[src/rtl/clint_vec.sv]
// clint_vec: fixed-priority interrupt/exception sequencer that writes mepc/mstatus/mcause and redirects ex.
// Define CLINT_VECTORED_EN to vector async traps to base+4*cause when mtvec mode is 2'b01.
module clint_vec #(
    parameter int                 NUM_IRQ    = 4,
    parameter int                 XLEN       = 32,
    parameter logic [NUM_IRQ-1:0] EDGE_MASK  = '0,
    parameter int                 CAUSE_BASE = 16
) (
    input  logic               clk_i,
    input  logic               rst_i,
    input  logic [NUM_IRQ-1:0] irq_i,
    input  logic [NUM_IRQ-1:0] irq_en_i,
    input  logic               global_int_en_i,
    input  logic [31:0]        inst_i,
    input  logic [XLEN-1:0]    inst_addr_i,
    input  logic               jump_flag_i,
    input  logic [XLEN-1:0]    jump_addr_i,
    input  logic               div_started_i,
    input  logic [XLEN-1:0]    csr_mtvec_i,
    input  logic [XLEN-1:0]    csr_mepc_i,
    input  logic [XLEN-1:0]    csr_mstatus_i,
    output logic               hold_flag_o,
    output logic               we_o,
    output logic [XLEN-1:0]    waddr_o,
    output logic [XLEN-1:0]    data_o,
    output logic               int_assert_o,
    output logic [XLEN-1:0]    int_addr_o,
    output logic [NUM_IRQ-1:0] irq_claim_o,
    output logic [NUM_IRQ-1:0] irq_pending_o
);
    localparam logic [31:0]     INST_ECALL  = 32'h0000_0073;
    localparam logic [31:0]     INST_EBREAK = 32'h0010_0073;
    localparam logic [31:0]     INST_MRET   = 32'h3020_0073;
    localparam logic [XLEN-1:0] CSR_MSTATUS = XLEN'(12'h300);
    localparam logic [XLEN-1:0] CSR_MEPC    = XLEN'(12'h341);
    localparam logic [XLEN-1:0] CSR_MCAUSE  = XLEN'(12'h342);

    typedef enum logic [2:0] {S_IDLE, S_MEPC, S_MSTATUS, S_MCAUSE, S_MRET} state_t;
    state_t r_state, w_next;

    logic [NUM_IRQ-1:0] r_pend, r_prev, r_claim, w_cand;
    logic [4:0]         w_idx;
    logic [XLEN-1:0]    r_cause, w_cause, w_epc, w_base, w_target, w_trap_mst, w_ret_mst;
    logic [XLEN-1:0]    r_waddr, r_data, r_int_addr;
    logic               r_we, r_int_assert;
    logic               w_sync, w_async, w_take_sync, w_take_async, w_take_mret;

    assign w_cand       = r_pend & irq_en_i;
    assign w_sync       = inst_i == INST_ECALL || inst_i == INST_EBREAK;
    assign w_async      = |w_cand && global_int_en_i;
    // a pending ECALL/EBREAK stalled by the divider blocks everything else
    assign w_take_sync  = w_sync && !div_started_i;
    assign w_take_async = !w_sync && w_async;
    assign w_take_mret  = !w_sync && !w_async && inst_i == INST_MRET;

    always_comb begin
        w_idx = '0;
        for (int i = NUM_IRQ - 1; i >= 0; i--) if (w_cand[i]) w_idx = 5'(i);
    end

    assign w_epc = w_sync ? (jump_flag_i ? jump_addr_i - XLEN'(4) : inst_addr_i)
                          : (jump_flag_i ? jump_addr_i : div_started_i ? inst_addr_i - XLEN'(4) : inst_addr_i);
    assign w_cause = w_sync ? XLEN'(inst_i == INST_ECALL ? 11 : 3)
                            : {1'b1, (XLEN-1)'(CAUSE_BASE + int'(w_idx))};

    always_comb begin
        w_trap_mst    = csr_mstatus_i;
        w_trap_mst[7] = csr_mstatus_i[3];
        w_trap_mst[3] = 1'b0;
        w_ret_mst     = csr_mstatus_i;
        w_ret_mst[3]  = csr_mstatus_i[7];
        w_ret_mst[7]  = 1'b1;
    end

    assign w_base = {csr_mtvec_i[XLEN-1:2], 2'b00};
`ifdef CLINT_VECTORED_EN
    assign w_target = (csr_mtvec_i[1:0] == 2'b01 && r_cause[XLEN-1]) ? w_base + {r_cause[XLEN-3:0], 2'b00} : w_base;
`else
    logic w_unused_mode;
    assign w_unused_mode = ^csr_mtvec_i[1:0];
    assign w_target      = w_base;
`endif

    always_comb begin
        w_next = S_IDLE;
        case (r_state)
            S_IDLE:    w_next = (w_take_sync || w_take_async) ? S_MEPC : w_take_mret ? S_MRET : S_IDLE;
            S_MEPC:    w_next = S_MSTATUS;
            S_MSTATUS: w_next = S_MCAUSE;
            default:   w_next = S_IDLE;
        endcase
    end

    always_ff @(posedge clk_i or posedge rst_i) begin
        if (rst_i) begin
            r_state      <= S_IDLE;
            r_pend       <= '0;
            r_prev       <= '0;
            r_claim      <= '0;
            r_cause      <= '0;
            r_we         <= 1'b0;
            r_waddr      <= '0;
            r_data       <= '0;
            r_int_assert <= 1'b0;
            r_int_addr   <= '0;
        end else begin
            r_state      <= w_next;
            r_prev       <= irq_i;
            r_pend       <= (EDGE_MASK & ((r_pend & ~r_claim) | (irq_i & ~r_prev))) | (~EDGE_MASK & irq_i);
            r_claim      <= (r_state == S_IDLE && w_take_async) ? NUM_IRQ'(1) << w_idx : '0;
            if (w_next == S_MEPC) r_cause <= w_cause;
            r_we         <= w_next != S_IDLE;
            r_waddr      <= w_next == S_MEPC ? CSR_MEPC : w_next == S_MCAUSE ? CSR_MCAUSE :
                            (w_next == S_MSTATUS || w_next == S_MRET) ? CSR_MSTATUS : '0;
            r_data       <= w_next == S_MEPC ? w_epc : w_next == S_MSTATUS ? w_trap_mst :
                            w_next == S_MCAUSE ? r_cause : w_next == S_MRET ? w_ret_mst : '0;
            r_int_assert <= w_next == S_MCAUSE || w_next == S_MRET;
            r_int_addr   <= w_next == S_MCAUSE ? w_target : w_next == S_MRET ? csr_mepc_i : '0;
        end
    end

    assign hold_flag_o   = (r_state != S_IDLE) | r_int_assert;
    assign we_o          = r_we;
    assign waddr_o       = r_waddr;
    assign data_o        = r_data;
    assign int_assert_o  = r_int_assert;
    assign int_addr_o    = r_int_addr;
    assign irq_claim_o   = r_claim;
    assign irq_pending_o = r_pend;
endmodule

[config.mk]
export PLATFORM = sky130hd
export DESIGN_NAME = clint_vec
export DESIGN_NICKNAME = d
export VERILOG_FILES = /design/src/rtl/clint_vec.sv
export SDC_FILE = /design/constraint.sdc
export NUM_CORES = 1
export LEC_CHECK = 0
export ABC_CLOCK_PERIOD_IN_PS = 3490
export CORE_AREA = 5 5 124 126
export DETAILED_ROUTE_END_ITERATION = 8
export DIE_AREA = 0 0 129 131
export PLACE_DENSITY = 0.88
export SYNTH_ARGS = -nofsm -noshare
export SYNTH_HDL_FRONTEND = slang
export SYNTH_SLANG_ARGS = --single-unit
[constraint.sdc]
create_clock -name clk_i -period 3.49 [get_ports clk_i]
set_input_delay 0.698 -clock clk_i [delete_from_list [all_inputs] [get_ports clk_i]]
set_output_delay 0.698 -clock clk_i [all_outputs]
set_load 0.005 [all_outputs]
==> results of run 1 <==
-- stage by stage --
step / setup WS (ns) / power, uW
floorplan: 0.5985 / 2037
finish: 0.5152 / 4029
detailed placement: 0.1537 / 3084
CTS: 0.5219 / 4060
global placement: 0.1798 / 3047
global route: 0.3541 / 4244
-- worst paths after layout --
kind / slack [ns] / endpoint / startpoint / depth (start not counted)
worst max-delay path: 0.52 / waddr_o[8] / inst_i[24] / 8
worst min-delay path: 0.50 / r_cause[3] / r_cause[3] / 2
worst max register to register: 1.01 / irq_claim_o[3] / r_state[0] / 6
worst min register to register: 0.50 / r_cause[3] / r_cause[3] / 2
max in group asynchronous: 1.96 / data_o[19] / rst_i / 3
min in group asynchronous: 0.77 / data_o[22] / rst_i / 2
-- cells by family after synthesis --
kind of cell / Yosys count / share of synthesized area, %
AOI/OAI and AO/OA: 145 / 20.14
xor gates and xnor gates: 45 / 7.377
adders and majority gates: 2 / 0.4683
buffers and inverters: 64 / 6.885
DFF: 85 / 39.81
muxes: 8 / 1.499
other: 1 / 0.07019
and+or+nand+nor: 215 / 23.75
-- where the power goes --
group	switching, uW	internal, uW
combinational	683	1000
clock	453	515
sequential	106	1270
total	1240	2790
-- registers in the layout, summed over array words and instances (netlist names) --
name,count
irq_claim_o,4
int_assert_o,1
irq_pending_o,4
int_addr_o,32
data_o,32
r_cause,4
we_o,1
r_state,3
waddr_o,4
-- layout make-up --
| cell class | instances | area (um2) |
|---|---|---|
| Fill cell | 1218 | 5468 |
| Timing Repair Buffer | 316 | 3098 |
| Multi-Input combinational cell | 442 | 2950 |
| Sequential cell | 85 | 2127 |
| Clock buffer | 10 | 239.0 |
| Tap cell | 184 | 230.2 |
| Clock inverter | 6 | 53.80 |
| Inverter | 9 | 37.54 |
-- worst min-delay path: stages (launching register included) --
cell	delay, ns
dfrtp_1	0.36
nand2_1	0.05
o31ai_1	0.05
-- per-layer routing --
| metal | share of wire [%] | global-route usage, % | routed length (um) | vias up |
|---|---|---|---|---|
| met3 | 8.5 | 4.756 | 1786 | 41 |
| met2 | 50 | 40.43 | 10550 | 298 |
| met5 | 0 | 0 | 0 | - |
| met4 | 2.6 | 9.759 | 551 | 0 |
| li1 | - | - | - | 2679 |
| met1 | 39 | 29.57 | 8083 | 2691 |
-- layout by cell type, fill, tap and decap left out, types with 7 or more instances in the layout --
master / synthesis / routed
clkdlybuf4s50_1: 0 / 281
dfrtp_1: 85 / 85
nor2_1: 47 / 47
a22o_1: 32 / 32
buf_4: 30 / 32
nand2_1: 31 / 31
o21ai_0: 30 / 30
xnor2_1: 28 / 28
conb_1: 1 / 27
nor3_1: 22 / 22
nor4_1: 18 / 18
nand3_1: 17 / 17
xor2_1: 17 / 17
a21oi_1: 17 / 17
a211oi_1: 15 / 15
or3_1: 14 / 14
a221o_1: 12 / 12
nand4_1: 9 / 9
or4_1: 9 / 9
clkbuf_16: 0 / 9
mux2i_1: 8 / 8
inv_1: 8 / 7
o211ai_1: 7 / 7
==> results.yml, run 1 <==
global_route:
  antenna_found_initial: 0
  grt_pass1_wl_um: 30890
  overflow: 0
  grt_max_degree: 53
  grt_pass1_vias: 5735
  grt.total_usage_pct: 23.76
logic_synthesis:
  ys_types: 68
  synth_area_leaders: "dfrtp_1 40%, a22o_1 5.2%, xnor2_1 4.6%"
  synth-seq-cells: 85
  post_synth_instance_area_um2: 5343
  yosysTopAreaCellShare_pct: 39.81
  synth_enable_flop_cells: 0
  yosysSeqAreaShare_pct: 39.81
  yosysMostFrequentCell: "dfrtp_1"
  async_flop_share_pct: 100.0
  synthTopCellsByCount: "85 x dfrtp_1, 47 x nor2_1, 32 x a22o_1"
  avgSynthCellArea_um2: 9.456
  yosys.area.top_type: "dfrtp_1"
  ys.warnings.count: 0
  synthCells: 565
  yosys_most_used_dff: "dfrtp_1"
cts:
  clk_path_buf_depth: 2
  clock-root-buffer: "clkbuf_16"
  cts_tree: "built"
  numCtsBuffers: 9
  cts_setup_buffers: 0
  ctsResizeCount: 0
  cts.clk_slew.worst_paths_ns: 0.07
  cts_hold_buf: 0
  cts.sinks: 85
  clk_latency_ns: 0.35
  htree_levels: 3
worst_setup_path:
  crit_path_top_delay_cell: "or3_1"
  crit_fanout: 9
  critical_path.top_delay_family: "simple AND/OR/NAND/NOR gates"
  cpPeakStageDelay_ns: 0.49
  critPathKind: "in2reg"
  path_common_cell: "or3_1"
  cp.arrival_ns: 3.20
  start_kind: "input port"
  cp-end-kind: "flop"
  critPathBufInv: 3
  required_ns: 3.72
  crit_chain: "clkdlybuf4s50_1 > nor4_1 > buf_4 > nand3_1 > or3_1 > a21oi_4 > inv_4 > or3_1"
timing:
  slew_headroom_pct: 44.88
  post-route-period-util_pct: 85.24
  rsz0062_at_grt: "no"
  drv_slew: 0
  setup-violations-final: 0
  period_needed_ns: 2.975
  timing_hold_violations_final: 0
  clock_skew_ns: 0.005596
  max_freq_mhz: 336.2
  tns_ns: 0
  whs_ns: 0.4997
  tightestPinTransition_ns: 0.8238
pwr:
  p_leak_uw: 0.003482
  power_density_nw_per_um2: 461.2
  ir_drop_v: 0.0002690
detailed_routing:
  drt_iter0_markers: 418
  postRouteAntennaNets: 0
  avgViaCountPerCell: 5.427
  first_pass_iters: 5
  remaining_drc_errors: 0
  wl_per_cell_um: 19.93
  via_count: 5709
  drt-total-wl_um: 20970
floorplanning:
  fp.dieW_um: 129
  die_h_um: 131
  rows: 44
  fp.coreArea_um2: 14200
  dieArea_um2: 16900
  io_pins: 312
  initial_core_util_pct: 37.61
placed_design:
  io_buffers: 282
  placed_cell_area_um2: 8443
  placed_cells: 1036
  place.gp.congestion: 0.9150
  hpwl_um: 16510
cells_and_area:
  syn2layout_area_growth_pct: 63.51
  drive_gt1_share_pct: 8.756
  layout.cells.non_filler: 1052
  nNetsFinal: 1070
  fin_util_pct: 61.50
  design_area_um2: 8736
  antenna_cells: 0
hold_path:
  hold_class: "reg2reg"
flow_run:
  cap_violations: 0
run_status:
  status: "complete, no violations"
(Power assumes the default switching activity.)
==> run 2: changes to the inputs <==
--- a/config.mk
+++ b/config.mk
@@ -9,7 +9,8 @@
 export CORE_AREA = 5 5 124 126
 export DETAILED_ROUTE_END_ITERATION = 8
 export DIE_AREA = 0 0 129 131
-export PLACE_DENSITY = 0.88
+export PLACE_DENSITY = 0.78
+export RECOVER_POWER = 25
 export SYNTH_ARGS = -nofsm -noshare
 export SYNTH_HDL_FRONTEND = slang
 export SYNTH_SLANG_ARGS = --single-unit
==> run 2 against run 1 <==
Compared with the run above:
- the run now ends with max-capacitance violations, max-slew violations left
- sequential share of layout area hardly changed
- clock-buffer cell count did not move
- flip-flop and latch count stayed put
- fmax up 0.61%
- sequential power hardly changed
- worst setup slack better by 0.018 ns
- first-iteration DRC count increased by 1.7%
- global-route usage down 0.64 points
- clock skew rose by 0.0043 ns
- largest cell class unchanged
- highest routed layer unchanged
==> results.yml, run 2 (synthesis results as in run 1) <==
floorplanning:
  fp.dieW_um: 129
  initial_core_util_pct: 37.61
  io_pins: 312
  rows: 44
  die_h_um: 131
  dieArea_um2: 16900
  fp.coreArea_um2: 14200
pwr:
  power_density_nw_per_um2: 464.0
  p_leak_uw: 0.003478
  total_power_uw: 4051
  ir_drop_v: 0.0002376
worst_setup_path:
  r2r_slack_ns: 0.87
  crit_fanout: 8
  cp-end-kind: "flop"
  worst-r2r-cell-count: 4
  cp.arrival_ns: 3.19
  r2r_start: "r_state[0]"
  startpoint: "inst_i[16]"
  cpPeakStageDelay_ns: 0.51
  r2r-end: "data_o[1]"
  critical_path.top_delay_family: "simple AND/OR/NAND/NOR gates"
  crit_chain: "clkdlybuf4s50_1 > nor4_1 > nand3_1 > or3_1 > nand2_1 > o22ai_1 > a221o_1"
  critical_path_depth: 7
  critPathBufInv: 1
  critPathKind: "in2reg"
  crit_path_top_delay_cell: "or3_1"
  start_kind: "input port"
  crit_end: "data_o[3]"
  required_ns: 3.72
placed_design:
  hpwl_um: 15850
  placed_cells: 1037
  place.gp.congestion: 0.8752
  io_buffers: 282
detailed_routing:
  wl_per_cell_um: 19.23
  avgViaCountPerCell: 5.288
  postRouteAntennaNets: 0
  remaining_drc_errors: 0
  drt_iter0_markers: 425
  via_count: 5568
  drt-total-wl_um: 20250
  first_pass_iters: 5
timing:
  tns_ns: 0
  drv_slew: 91
  timing_hold_violations_final: 0
  tightestPinTransition_ns: 2.049
  slew_headroom_pct: -36.61
  rsz0062_at_grt: "no"
  post-route-period-util_pct: 84.72
  max_freq_mhz: 338.2
  clock_skew_ns: 0.009930
  period_needed_ns: 2.957
  whs_ns: 0.4898
  setup-violations-final: 0
cts:
  cts.clk_slew.worst_paths_ns: 0.07
  htree_levels: 3
  clock-root-buffer: "clkbuf_16"
  cts.sinks: 85
  cts_hold_buf: 0
  cts_setup_buffers: 0
  numCtsBuffers: 9
  clk_path_buf_depth: 2
  ctsResizeCount: 0
  cts_tree: "built"
  clk_latency_ns: 0.34
cells_and_area:
  final_common_cell: "clkdlybuf4s50_1"
  nNetsFinal: 1071
  layout.cells.non_filler: 1053
  drive_gt1_share_pct: 8.516
  fin_util_pct: 61.47
  final_cell_mix: "276 x clkdlybuf4s50_1, 85 x dfrtp_1, 47 x nor2_1"
  syn2layout_area_growth_pct: 63.42
  antenna_cells: 0
global_route:
  grt.total_usage_pct: 23.13
  grt_pass1_wl_um: 30500
  overflow: 0
  grt_max_degree: 63
  grt_pass1_vias: 5582
  antenna_found_initial: 0
flow_run:
  cap_violations: 2
hold_path:
  hold_class: "reg2reg"
  min_from: "r_cause[3]"
run_status:
  status: "complete, but fails checks"
  violations: "max-capacitance violations, max-slew violations"
[run 2: changes by cell type in the layout (fill, tap and decap cells not counted), sizes merged]
cell / previous run / this run
clkdlybuf4s50: 281 / 276
dlygate4sd3: 0 / 5
clkinv: 3 / 1
bufinv: 0 / 1
clkbuf: 10 / 11
inv: 11 / 12
[run 2: report_power, final]
| part | switching, uW | internal, uW |
|---|---|---|
| combinational | 680 | 1000 |
| clock | 426 | 562 |
| sequential | 109 | 1270 |
[run 2: worst reg2reg max path, cell delays in order, from the launching register on]
cell and delay (ns):
dfrtp_1 0.45, nor3b_2 0.37, clkbuf_1 1.30, a22oi_1 0.27
o21ai_0 0.14
[run 2: worst min-delay path by stage]
stage | slack (ns) | endpoint | cells after the start
final | 0.49 | r_cause[3] | 2
after global routing | 0.54 | r_cause[3] | 2
after CTS | 0.49 | r_cause[3] | 2
after detailed placement | 0.47 | r_cause[3] | 2
after global placement | 0.46 | r_cause[3] | 2
after floorplan | 0.45 | r_cause[3] | 2
[run 2: cell type report]
class                           count  area, um2
Multi-Input combinational cell    442       2950
Clock inverter                      6      68.82
Inverter                            9      36.28
Tap cell                          184      230.2
Clock buffer                       10      229.0
Fill cell                        1225       5473
Sequential cell                    85       2127
Timing Repair Buffer              317       3089
[run 2: per-layer routing]
layer  up-vias  track usage [%]  routed length, um
met5         -                0                  0
met4         0            7.103                373
met3        29            4.675               1599
met2       246            40.55              10310
met1      2620            28.72               7969
li1       2673                -                  -
[run 2: per-stage QoR]
| stage | area (um2) | worst slack (ns) |
|---|---|---|
| 5_1_grt | 8731 | 0.3066 |
| 4_1_cts | 8737 | 0.5238 |
| 2_1_floorplan | 5440 | 0.5985 |
| 3_3_place_gp | 8439 | 0.2054 |
| 6_report | 8731 | 0.5332 |
| 3_5_place_dp | 8439 | 0.1523 |
==> run 3: changes to the inputs <==
--- a/config.mk
+++ b/config.mk
@@ -5,7 +5,7 @@
 export SDC_FILE = /design/constraint.sdc
 export NUM_CORES = 1
 export LEC_CHECK = 0
-export ABC_CLOCK_PERIOD_IN_PS = 3490
+export ABC_CLOCK_PERIOD_IN_PS = 3000
 export CORE_AREA = 5 5 124 126
 export DETAILED_ROUTE_END_ITERATION = 8
 export DIE_AREA = 0 0 129 131
==> constraint.sdc (replaced) <==
create_clock -name clk_i -period 3 [get_ports clk_i]
set_input_delay 0.6 -clock clk_i [delete_from_list [all_inputs] [get_ports clk_i]]
set_output_delay 0.6 -clock clk_i [all_outputs]
set_load 0.005 [all_outputs]
==> run 3 against run 2 <==
Compared with the run above:
- largest power group unchanged
- clock skew grew 0.00067 ns
- critical path type unchanged
- final cell count increased by 2.3%
- critical endpoint is now data_o[9]
- power up 19%
- the flow now finishes without violations
==> results.yml, run 3 (synthesis results as in run 1) <==
cells_and_area:
  final_cell_mix: "276 x clkdlybuf4s50_1, 85 x dfrtp_1, 55 x buf_4"
  nNetsFinal: 1095
  drive_gt1_share_pct: 11.20
  layout.cells.non_filler: 1077
  fin_util_pct: 63.13
  design_area_um2: 8966
  fillCellCount: 1214
  final_common_cell: "clkdlybuf4s50_1"
  antenna_cells: 0
  syn2layout_area_growth_pct: 67.82
cts:
  ctsResizeCount: 0
  cts_setup_buffers: 0
  cts_hold_buf: 0
  numCtsBuffers: 9
  clk_path_buf_depth: 2
  clock-root-buffer: "clkbuf_16"
  cts.clk_slew.worst_paths_ns: 0.07
  cts.sinks: 85
  htree_levels: 3
  cts_tree: "built"
  clk_latency_ns: 0.34
detailed_routing:
  wl_met2_um: 10110
  top_layer_used: "met4"
  remaining_drc_errors: 0
  postRouteAntennaNets: 0
  drt_iter0_markers: 477
  m1WireLength_um: 8180
  drt-total-wl_um: 20440
  via_count: 5696
  wl_met3_um: 1635
  wl_per_cell_um: 18.98
  first_pass_iters: 5
  avgViaCountPerCell: 5.289
timing:
  post-route-period-util_pct: 89.13
  tightestPinTransition_ns: 1.246
  max_freq_mhz: 374.0
  rsz0062_at_grt: "no"
  slew_headroom_pct: 16.91
  timing_hold_violations_final: 0
  clock_skew_ns: 0.01060
  period_needed_ns: 2.674
  setup-violations-final: 0
  drv_slew: 0
run_status:
  status: "complete, no violations"
placed_design:
  hpwl_um: 15780
  placed_cells: 1061
  placed_cell_area_um2: 8657
  place.gp.congestion: 0.8828
  io_buffers: 282
global_route:
  grt.total_usage_pct: 23.03
  antenna_found_initial: 0
  grt_pass1_wl_um: 30260
  grt_max_degree: 86
  grt_pass1_vias: 5564
  overflow: 0
worst_setup_path:
  critPathKind: "in2reg"
  cpPeakStageDelay_ns: 0.44
  crit_path_top_delay_cell: "or3_1"
  crit_chain: "clkdlybuf4s50_1 > nor4_1 > buf_4 > nand3_1 > or3_1 > buf_4 > o21ai_0 > nand3_1 > a32o_1"
  cp-end-kind: "flop"
  required_ns: 3.23
  critical_path.top_delay_family: "simple AND/OR/NAND/NOR gates"
  crit_fanout: 4
  start_kind: "input port"
  critPathBufInv: 3
  cp.arrival_ns: 2.90
hold_path:
  hold_class: "reg2reg"
pwr:
  p_leak_uw: 0.003615
  ir_drop_v: 0.0003395
  power_density_nw_per_um2: 539.5
  total_power_uw: 4837
floorplanning:
  fp.dieW_um: 129
  initial_core_util_pct: 37.61
  rows: 44
  fp.coreArea_um2: 14200
  die_h_um: 131
  io_pins: 312
  dieArea_um2: 16900
flow_run:
  cap_violations: 0
-- run 3: cell types whose count changed in the layout (fill, tap and decap cells not counted) --
cell,before,now
buf_12,1,3
buf_4,33,55
bufinv_16,1,2
clkbuf_1,2,1
clkbuf_4,0,1
clkinv_2,1,0
clkinvlp_2,0,1
inv_1,8,7
-- run 3: tightest hold or removal path, cell delays in order (launching register included) --
cell and delay (ns):
dfrtp_1 0.34, nand2_1 0.06, o31ai_1 0.06
-- run 3: stage by stage --
stage	TNS [ns]	hold WS, ns	setup WS, ns
finish	0	0.4913	0.3260
global route	0	0.5274	0.1322
CTS	0	0.4926	0.3122
detailed placement	-0.1487	0.4779	-0.05520
global placement	0	0.4653	0.03608
floorplan	0	0.4490	0.2065
-- run 3: area by class of cell --
| cell class | instances | area, um2 | area share, % |
|---|---|---|---|
| Timing Repair Buffer | 341 | 3298 | 36.78 |
| Multi-Input combinational cell | 442 | 2950 | 32.91 |
| Sequential cell | 85 | 2127 | 23.72 |
| Tap cell | 184 | 230.2 | 2.568 |
| Clock buffer | 10 | 229.0 | 2.554 |
| Clock inverter | 6 | 93.84 | 1.047 |
| Inverter | 9 | 37.54 | 0.4186 |
-- run 3: power by group --
part	total, uW	internal, uW	switching [uW]	leakage (uW)
clock network	1230	740	495	0.000154
registers	1600	1480	124	0.00111
logic	2000	1200	799	0.00235
total	4840	3420	1420	0.00362
-- run 3: path summary, 6_finish.rpt --
path | startpoint | endpoint | slack (ns) | cells past startpoint
hold / removal | r_cause[3] | r_cause[3] | 0.49 | 2
hold reg to reg | r_cause[3] | r_cause[3] | 0.49 | 2
min in group asynchronous | rst_i | data_o[17] | 1.15 | 3
max in group asynchronous | rst_i | int_addr_o[26] | 1.05 | 3
setup / recovery | inst_i[23] | data_o[9] | 0.33 | 9
setup reg to reg | r_state[0] | data_o[23] | 0.56 | 7
-- run 3: metal layers --
layer	vias to the layer above	GRT usage, %
met2	266	39.18
li1	2720	-
met5	-	0
met3	37	4.350
met1	2673	29.27
met4	0	8.400
